[src/rtl/tile_fetch_sequencer.sv]
// rtl/tile_fetch_sequencer.sv - background tile fetch sequencer: VRAM map fetch, ROM plane read, shifter load control
module tile_fetch_sequencer #(
   parameter int CODE_W    = 11,
   parameter int COLS_LOG2 = 5
) (
   input  logic                   clk,
   input  logic                   n_clr,
   input  logic                   pix_ce,
   input  logic [8:0]             h_cnt,
   input  logic [7:0]             v_cnt,
   input  logic                   fetch_en,
   output logic                   vram_req,
   output logic [5+COLS_LOG2-1:0] vram_addr,
   input  logic                   vram_ack,
   input  logic [15:0]            vram_data,
   output logic [CODE_W+2:0]      rom_addr,
   input  logic [15:0]            rom_data,
   output logic [7:0]             d1_out,
   output logic [7:0]             d2_out,
   output logic                   shift_ld,
   output logic                   sel,
   output logic [3:0]             pal_out,
   output logic [7:0]             underrun_cnt
);

   typedef enum logic [1:0] {IDLE, WAIT_ACK, ROM_RD, READY} state_t;

   state_t                   state_q, state_d;
   logic                     vram_req_q, vram_req_d;
   logic [5+COLS_LOG2-1:0]   vram_addr_q, vram_addr_d;
   logic [CODE_W+2:0]        rom_addr_q, rom_addr_d;
   logic [7:0]               p0_stg_q, p0_stg_d;
   logic [7:0]               p1_stg_q, p1_stg_d;
   logic                     flip_stg_q, flip_stg_d;
   logic [3:0]               pal_stg_q, pal_stg_d;
   logic                     blank_q, blank_d;
   logic [7:0]               d1_q, d1_d;
   logic [7:0]               d2_q, d2_d;
   logic                     sel_q, sel_d;
   logic [3:0]               pal_q, pal_d;
   logic                     shift_ld_q, shift_ld_d;
   logic [7:0]               under_q, under_d;

   logic                     load_evt;
   logic                     start_evt;
   logic [COLS_LOG2-1:0]     col;
   logic                     unused_h;

   assign load_evt  = pix_ce && (h_cnt[2:0] == 3'd7);
   assign start_evt = pix_ce && (h_cnt[2:0] == 3'd0);
   // The tile fetched now is the one displayed in the next 8-pixel group.
   assign col       = h_cnt[3 +: COLS_LOG2] + {{(COLS_LOG2-1){1'b0}}, 1'b1};
   // Top counter bit only distinguishes the blanking half of the line.
   assign unused_h  = h_cnt[8];

   // Next-state and output decode; the load event overrides any fetch activity.
   always_comb begin
      state_d     = state_q;
      vram_req_d  = vram_req_q;
      vram_addr_d = vram_addr_q;
      rom_addr_d  = rom_addr_q;
      p0_stg_d    = p0_stg_q;
      p1_stg_d    = p1_stg_q;
      flip_stg_d  = flip_stg_q;
      pal_stg_d   = pal_stg_q;
      blank_d     = blank_q;
      d1_d        = d1_q;
      d2_d        = d2_q;
      sel_d       = sel_q;
      pal_d       = pal_q;
      shift_ld_d  = 1'b1;
      under_d     = under_q;

      if (load_evt) begin
         shift_ld_d = 1'b0;
         vram_req_d = 1'b0;
         state_d    = IDLE;
         if (state_q == READY) begin
            d1_d  = p0_stg_q;
            d2_d  = p1_stg_q;
            sel_d = flip_stg_q;
            pal_d = pal_stg_q;
         end else begin
            d1_d  = 8'h00;
            d2_d  = 8'h00;
            sel_d = 1'b0;
            pal_d = 4'h0;
            if (!blank_q && (under_q != 8'hFF)) begin
               under_d = under_q + 8'd1;
            end
         end
      end else begin
         case (state_q)
            IDLE: begin
               if (start_evt) begin
                  blank_d = !fetch_en;
                  if (fetch_en) begin
                     vram_addr_d = {v_cnt[7:3], col};
                     vram_req_d  = 1'b1;
                     state_d     = WAIT_ACK;
                  end
               end
            end
            WAIT_ACK: begin
               if (vram_ack) begin
                  flip_stg_d = vram_data[11];
                  pal_stg_d  = vram_data[15:12];
                  rom_addr_d = {vram_data[CODE_W-1:0], v_cnt[2:0]};
                  vram_req_d = 1'b0;
                  state_d    = ROM_RD;
               end
            end
            ROM_RD: begin
               p0_stg_d = rom_data[7:0];
               p1_stg_d = rom_data[15:8];
               state_d  = READY;
            end
            default: begin
               state_d = READY;
            end
         endcase
      end
   end

   // State and output registers; blank_q resets set so the first load after reset is not an underrun.
   always_ff @(posedge clk or negedge n_clr) begin
      if (!n_clr) begin
         state_q     <= IDLE;
         vram_req_q  <= 1'b0;
         vram_addr_q <= '0;
         rom_addr_q  <= '0;
         p0_stg_q    <= 8'h00;
         p1_stg_q    <= 8'h00;
         flip_stg_q  <= 1'b0;
         pal_stg_q   <= 4'h0;
         blank_q     <= 1'b1;
         d1_q        <= 8'h00;
         d2_q        <= 8'h00;
         sel_q       <= 1'b0;
         pal_q       <= 4'h0;
         shift_ld_q  <= 1'b1;
         under_q     <= 8'h00;
      end else begin
         state_q     <= state_d;
         vram_req_q  <= vram_req_d;
         vram_addr_q <= vram_addr_d;
         rom_addr_q  <= rom_addr_d;
         p0_stg_q    <= p0_stg_d;
         p1_stg_q    <= p1_stg_d;
         flip_stg_q  <= flip_stg_d;
         pal_stg_q   <= pal_stg_d;
         blank_q     <= blank_d;
         d1_q        <= d1_d;
         d2_q        <= d2_d;
         sel_q       <= sel_d;
         pal_q       <= pal_d;
         shift_ld_q  <= shift_ld_d;
         under_q     <= under_d;
      end
   end

   assign vram_req     = vram_req_q;
   assign vram_addr    = vram_addr_q;
   assign rom_addr     = rom_addr_q;
   assign d1_out       = d1_q;
   assign d2_out       = d2_q;
   assign shift_ld     = shift_ld_q;
   assign sel          = sel_q;
   assign pal_out      = pal_q;
   assign underrun_cnt = under_q;

endmodule

[config.mk]
export PLATFORM = sky130hd
export DESIGN_NAME = tile_fetch_sequencer
export DESIGN_NICKNAME = d
export VERILOG_FILES = /design/src/rtl/tile_fetch_sequencer.sv
export SDC_FILE = /design/constraint.sdc
export NUM_CORES = 1
export LEC_CHECK = 0
export BUFFER_PORTS_ARGS = -buffer_cell sky130_fd_sc_hd__buf_2
export CORE_ASPECT_RATIO = 1.75
export CORE_MARGIN = 4
export CORE_UTILIZATION = 49
export DETAILED_ROUTE_END_ITERATION = 10
export PLACE_DENSITY = 0.78
export SYNTH_ARGS = -nofsm -noshare
export SYNTH_HDL_FRONTEND = slang
export SYNTH_SLANG_ARGS = --single-unit
[constraint.sdc]
create_clock -name clk -period 2.5 [get_ports clk]
set_clock_uncertainty 0.2 [all_clocks]
set_input_delay 0.375 -clock clk [delete_from_list [all_inputs] [get_ports clk]]
set_output_delay 0.375 -clock clk [all_outputs]
set_load 0.03 [all_outputs]
==> metrics.md <==
| Metric | Value |
|---|---|
| Post-Synth Simple-Gate Area | `0.141` |
| Worst Reg-to-Reg Cells | `3` |
| Count of different cell masters after synthesis | `28` |
| Critical Path AT | `about 1800 ps` |
| Num CTS Buffers | `9` |
| Switching pwr | `~0.0015 W` |
| Relative slew slack | `0.465` |
| Levels on crit path | `3` |
| Prevailing post-synth register cell | `dfrtp_1` |
| Wire length per cell | `approximately 14 µm` |
| Clock root buffer | `clkbuf_8` |
| Gr ovfl total | `0` |
| Synth Instances | `~250` |
| DRC violation total after the first TritonRoute iteration | `approximately 150` |
| Nets | `approximately 420` |
| Synth Area in Adders | `0.00795` |
| Slew @ Worst Pin | `roughly 800 ps` |
| Achievable Freq | `a little under 0.6 GHz` |
| Multiplexer share of the synthesized area | `0.150` |
| CP endpoint kind | `flip-flop` |
| Largest family of logic cells by synthesized area | `multiplexers` |
| Flop pwr share | `0.470` |
| Delay-heaviest family, CP | `simple AND/OR/NAND/NOR gates` |
| Post-CTS setup buffer count | `0` |
| CTS clk-pin slew, worst paths | `70 ps` |
| Initial Util | `0.505` |
| Final-report max-slew violation count | `0` |
| Die area | `~0.0078 mm²` |
| Buf/Inv on CP | `0` |
| Post-synthesis sequential area ratio | `0.629` |
| Status | `complete, no violations` |
| EDFF count, synth | `0` |
| RSZ-0062 raised after global routing | `false` |
| PD cells | `about 1000 mW/mm²` |
| Yosys reg bits | `79` |
| CTS Hold Bufs | `1` |
| Via count | `2276` |
| Clk sink count | `~80` |
| First-pass GRT wire length | `10700 µm` |
| Peak supply drop | `0.548 mV` |
| Synth area leaders | `dfrtp_1 (61%), mux2_2 (11%), nand2_1 (6.2%)` |
| Hold Path Class | `in -> reg` |
| Top cell type's share of synthesized area | `0.612` |
| Setup TNS | `0 ps` |
| Syn nets | `308` |
| Tcrit/Tclk final | `0.694` |
| Final antenna-violating net count | `0` |
| CTS tree | `built` |
| Ys async rst share | `1.00` |
| Fraction of layout instances using a drive strength above 1 | `0.444` |
| Max-cap check violation count | `0` |
| P&R area growth vs syn | `25.7%` |
| Leak | `around 2.1 nW` |
| Final hold vios | `0` |
| DRC viols | `0` |
| CTS-repair resized insts | `0` |
| Largest net degree at the start of global routing | `33` |
| Vias per Instance | `between 5 and 6` |
| Int Power | `0.00262 W` |
| Chip width | `around 69 µm` |
| DR pass1 iterations | `4` |
| Synth Area in XOR/XNOR | `0.0278` |
| Port bufs | `approximately 110` |
| Sw Ratio | `0.369` |
| Slowest stage delay, CP | `700 ps` |
| Longest Clk Path Bufs | `2` |
| Vias in the first global route | `around 2300` |
| Die height | `114 µm` |
| Routed wire length | `roughly 6500 µm` |
| Netlist Area Pre-Place | `0.00315 mm²` |
| Hold Crit Depth | `2` |
| Critical-path top delay cell | `and2_1` |
| Area leader, netlist | `dfrtp_1` |
| # rows | `38` |
| N_diodes | `0` |
| Worst-path cell chain | `and2_1 > nand3_1 > nand2_1` |
| RePlAce Congestion | `approximately 0.72` |
| GRT Total Usage | `0.187` |
| Setup-failing EPs final | `0` |
| Combinational Power Share | `0.334` |
| Largest fanout on the critical path | `21` |
| Critical path class | `reg -> reg` |
| CORE AREA | `roughly 0.0062 mm²` |
| Initial antenna violation count | `0` |
| Mean Syn Cell Area | `approximately 12 µm²` |
| Required time of the critical path | `2580 ps` |
| DPL Wire Length | `around 4800 µm` |
| I/O pin count | `approximately 110` |
| CTS HTree Levels | `3` |
| Compound-Gate Fraction of Synth Area | `0.0207` |
| CP Launch Type | `flip-flop` |
| Clk network pwr share | `0.196` |
| Yosys warnings | `0` |
| Minimum clock period | `between 1500 and 2000 ps` |
| Worst-Skew Late Latency | `between 300 and 400 ps` |
| Fin Hold WS | `roughly 38 ps` |
## flip-flops by register name, indices dropped and copies added (netlist names)
name	count
d2_out	8
vram_addr	10
sel	1
blank_q	1
state_q	2
shift_ld	1
pal_stg_q	4
vram_req	1
rom_addr	14
p1_stg_q	8
pal_out	4
underrun_cnt	8
d1_out	8
flip_stg_q	1
p0_stg_q	8
## cell usage after synthesis (2+ instances only)
master    instances
mux2_2           32
nand2_1          52
and3_1            3
mux2_1           10
xnor2_1           6
ha_1              2
dfrtp_1          77
o21ai_0           6
nand4_1           4
inv_1             2
a21oi_1           5
buf_6             2
xor2_1            4
nor2_1            3
dfstp_2           2
clkbuf_1          7
nand3_1          24
## per-stage QoR
| stage | power, W | setup slack [ps] | cell area, µm² | utilization | instances |
|---|---|---|---|---|---|
| 6_report | 0.00415 | 764 | 3960 | 0.635 | 449 |
| 5_1_grt | 0.00441 | 621 | 3960 | 0.635 | 449 |
| 4_1_cts | 0.00420 | 726 | 3960 | 0.635 | 449 |
| 3_5_place_dp | 0.00339 | 420 | 3780 | 0.607 | 434 |
| 3_3_place_gp | 0.00332 | 459 | 3780 | 0.607 | 434 |
| 2_1_floorplan | 0.00290 | 613 | 3150 | - | 252 |
## per-layer routing
| layer | routed length [µm] | global-route usage | up-vias | part of all wire |
|---|---|---|---|---|
| met5 | 0 | 0 | - | 0 |
| met4 | 187 | 0.104 | 0 | 0.029 |
| met3 | 327 | 0.0414 | 16 | 0.050 |
| met2 | 3530 | 0.310 | 69 | 0.54 |
| met1 | 2440 | 0.216 | 1102 | 0.38 |
| li1 | - | - | 1089 | - |
## power by group through the flow
stage,Clock (W),Combinational [W],Sequential (W)
after detailed placement,0,0.00141,0.00198
final,0.000811,0.00139,0.00195
after global routing,0.000896,0.00150,0.00201
after CTS,0.000833,0.00141,0.00195
after global placement,0,0.00138,0.00194
after floorplan,0,0.000399,0.00250
## cells by family after synthesis
logic type | Yosys count
flip-flops | 79
XOR/XNOR | 10
AND/OR/NAND/NOR | 93
buffers and inverters | 14
AO/OA/AOI/OAI | 12
multiplexers | 42
adder cells (fa/ha/maj) | 2
## worst register-to-register path: cells and delay by family (launching register included)
family / cells / cell delay (ps)
and+or+nand+nor: 3 / 970
DFF: 1 / 500
## path summary, 6_finish.rpt
path | to | slack, ps | start
setup / recovery | d2_out[2] | 760 | state_q[1]
hold / removal | blank_q | 40 | fetch_en
setup reg to reg | d2_out[2] | 760 | state_q[1]
hold reg to reg | d2_out[1] | 260 | d2_out[1]
max in group asynchronous | rom_addr[6] | 1220 | n_clr
min in group asynchronous | vram_addr[8] | 280 | n_clr
## cell type report
class | count | area [µm²]
inverter | 3 | 11.3
timing repair buffer | 114 | 606
fill | 506 | 2270
sequential | 79 | 1980
multi-input combinational | 159 | 1100
clock buffer | 13 | 159
tap | 80 | 100
clock inverter | 1 | 5.00
## cell usage in the layout (no fill, tap or decap)
| cell type | Yosys | final |
|---|---|---|
| and2_1 | 1 | 1 |
| buf_12 | 0 | 1 |
| a21oi_1 | 5 | 5 |
| dfstp_2 | 2 | 2 |
| nand3b_2 | 1 | 1 |
| xnor2_1 | 6 | 6 |
| nor3_4 | 1 | 1 |
| buf_4 | 1 | 6 |
| inv_2 | 1 | 1 |
| nand3b_1 | 1 | 1 |
| ha_1 | 2 | 2 |
| clkbuf_1 | 7 | 2 |
| o211a_1 | 1 | 1 |
| and3_1 | 3 | 3 |
| mux2_1 | 10 | 10 |
| nand4_1 | 4 | 4 |
| mux2_2 | 32 | 32 |
| nor2_1 | 3 | 3 |
| nand3_1 | 24 | 24 |
| nand3_2 | 1 | 1 |
| buf_2 | 1 | 106 |
| inv_1 | 2 | 2 |
| o21ai_0 | 6 | 6 |
| and4_1 | 1 | 1 |
| xor2_1 | 4 | 4 |
| nor4b_2 | 1 | 1 |
| dlygate4sd3_1 | 0 | 1 |
| dfrtp_1 | 77 | 77 |
| nand2_1 | 52 | 52 |
| clkinv_2 | 0 | 1 |
| clkbuf_8 | 0 | 11 |
(Power assumes the default switching activity.)
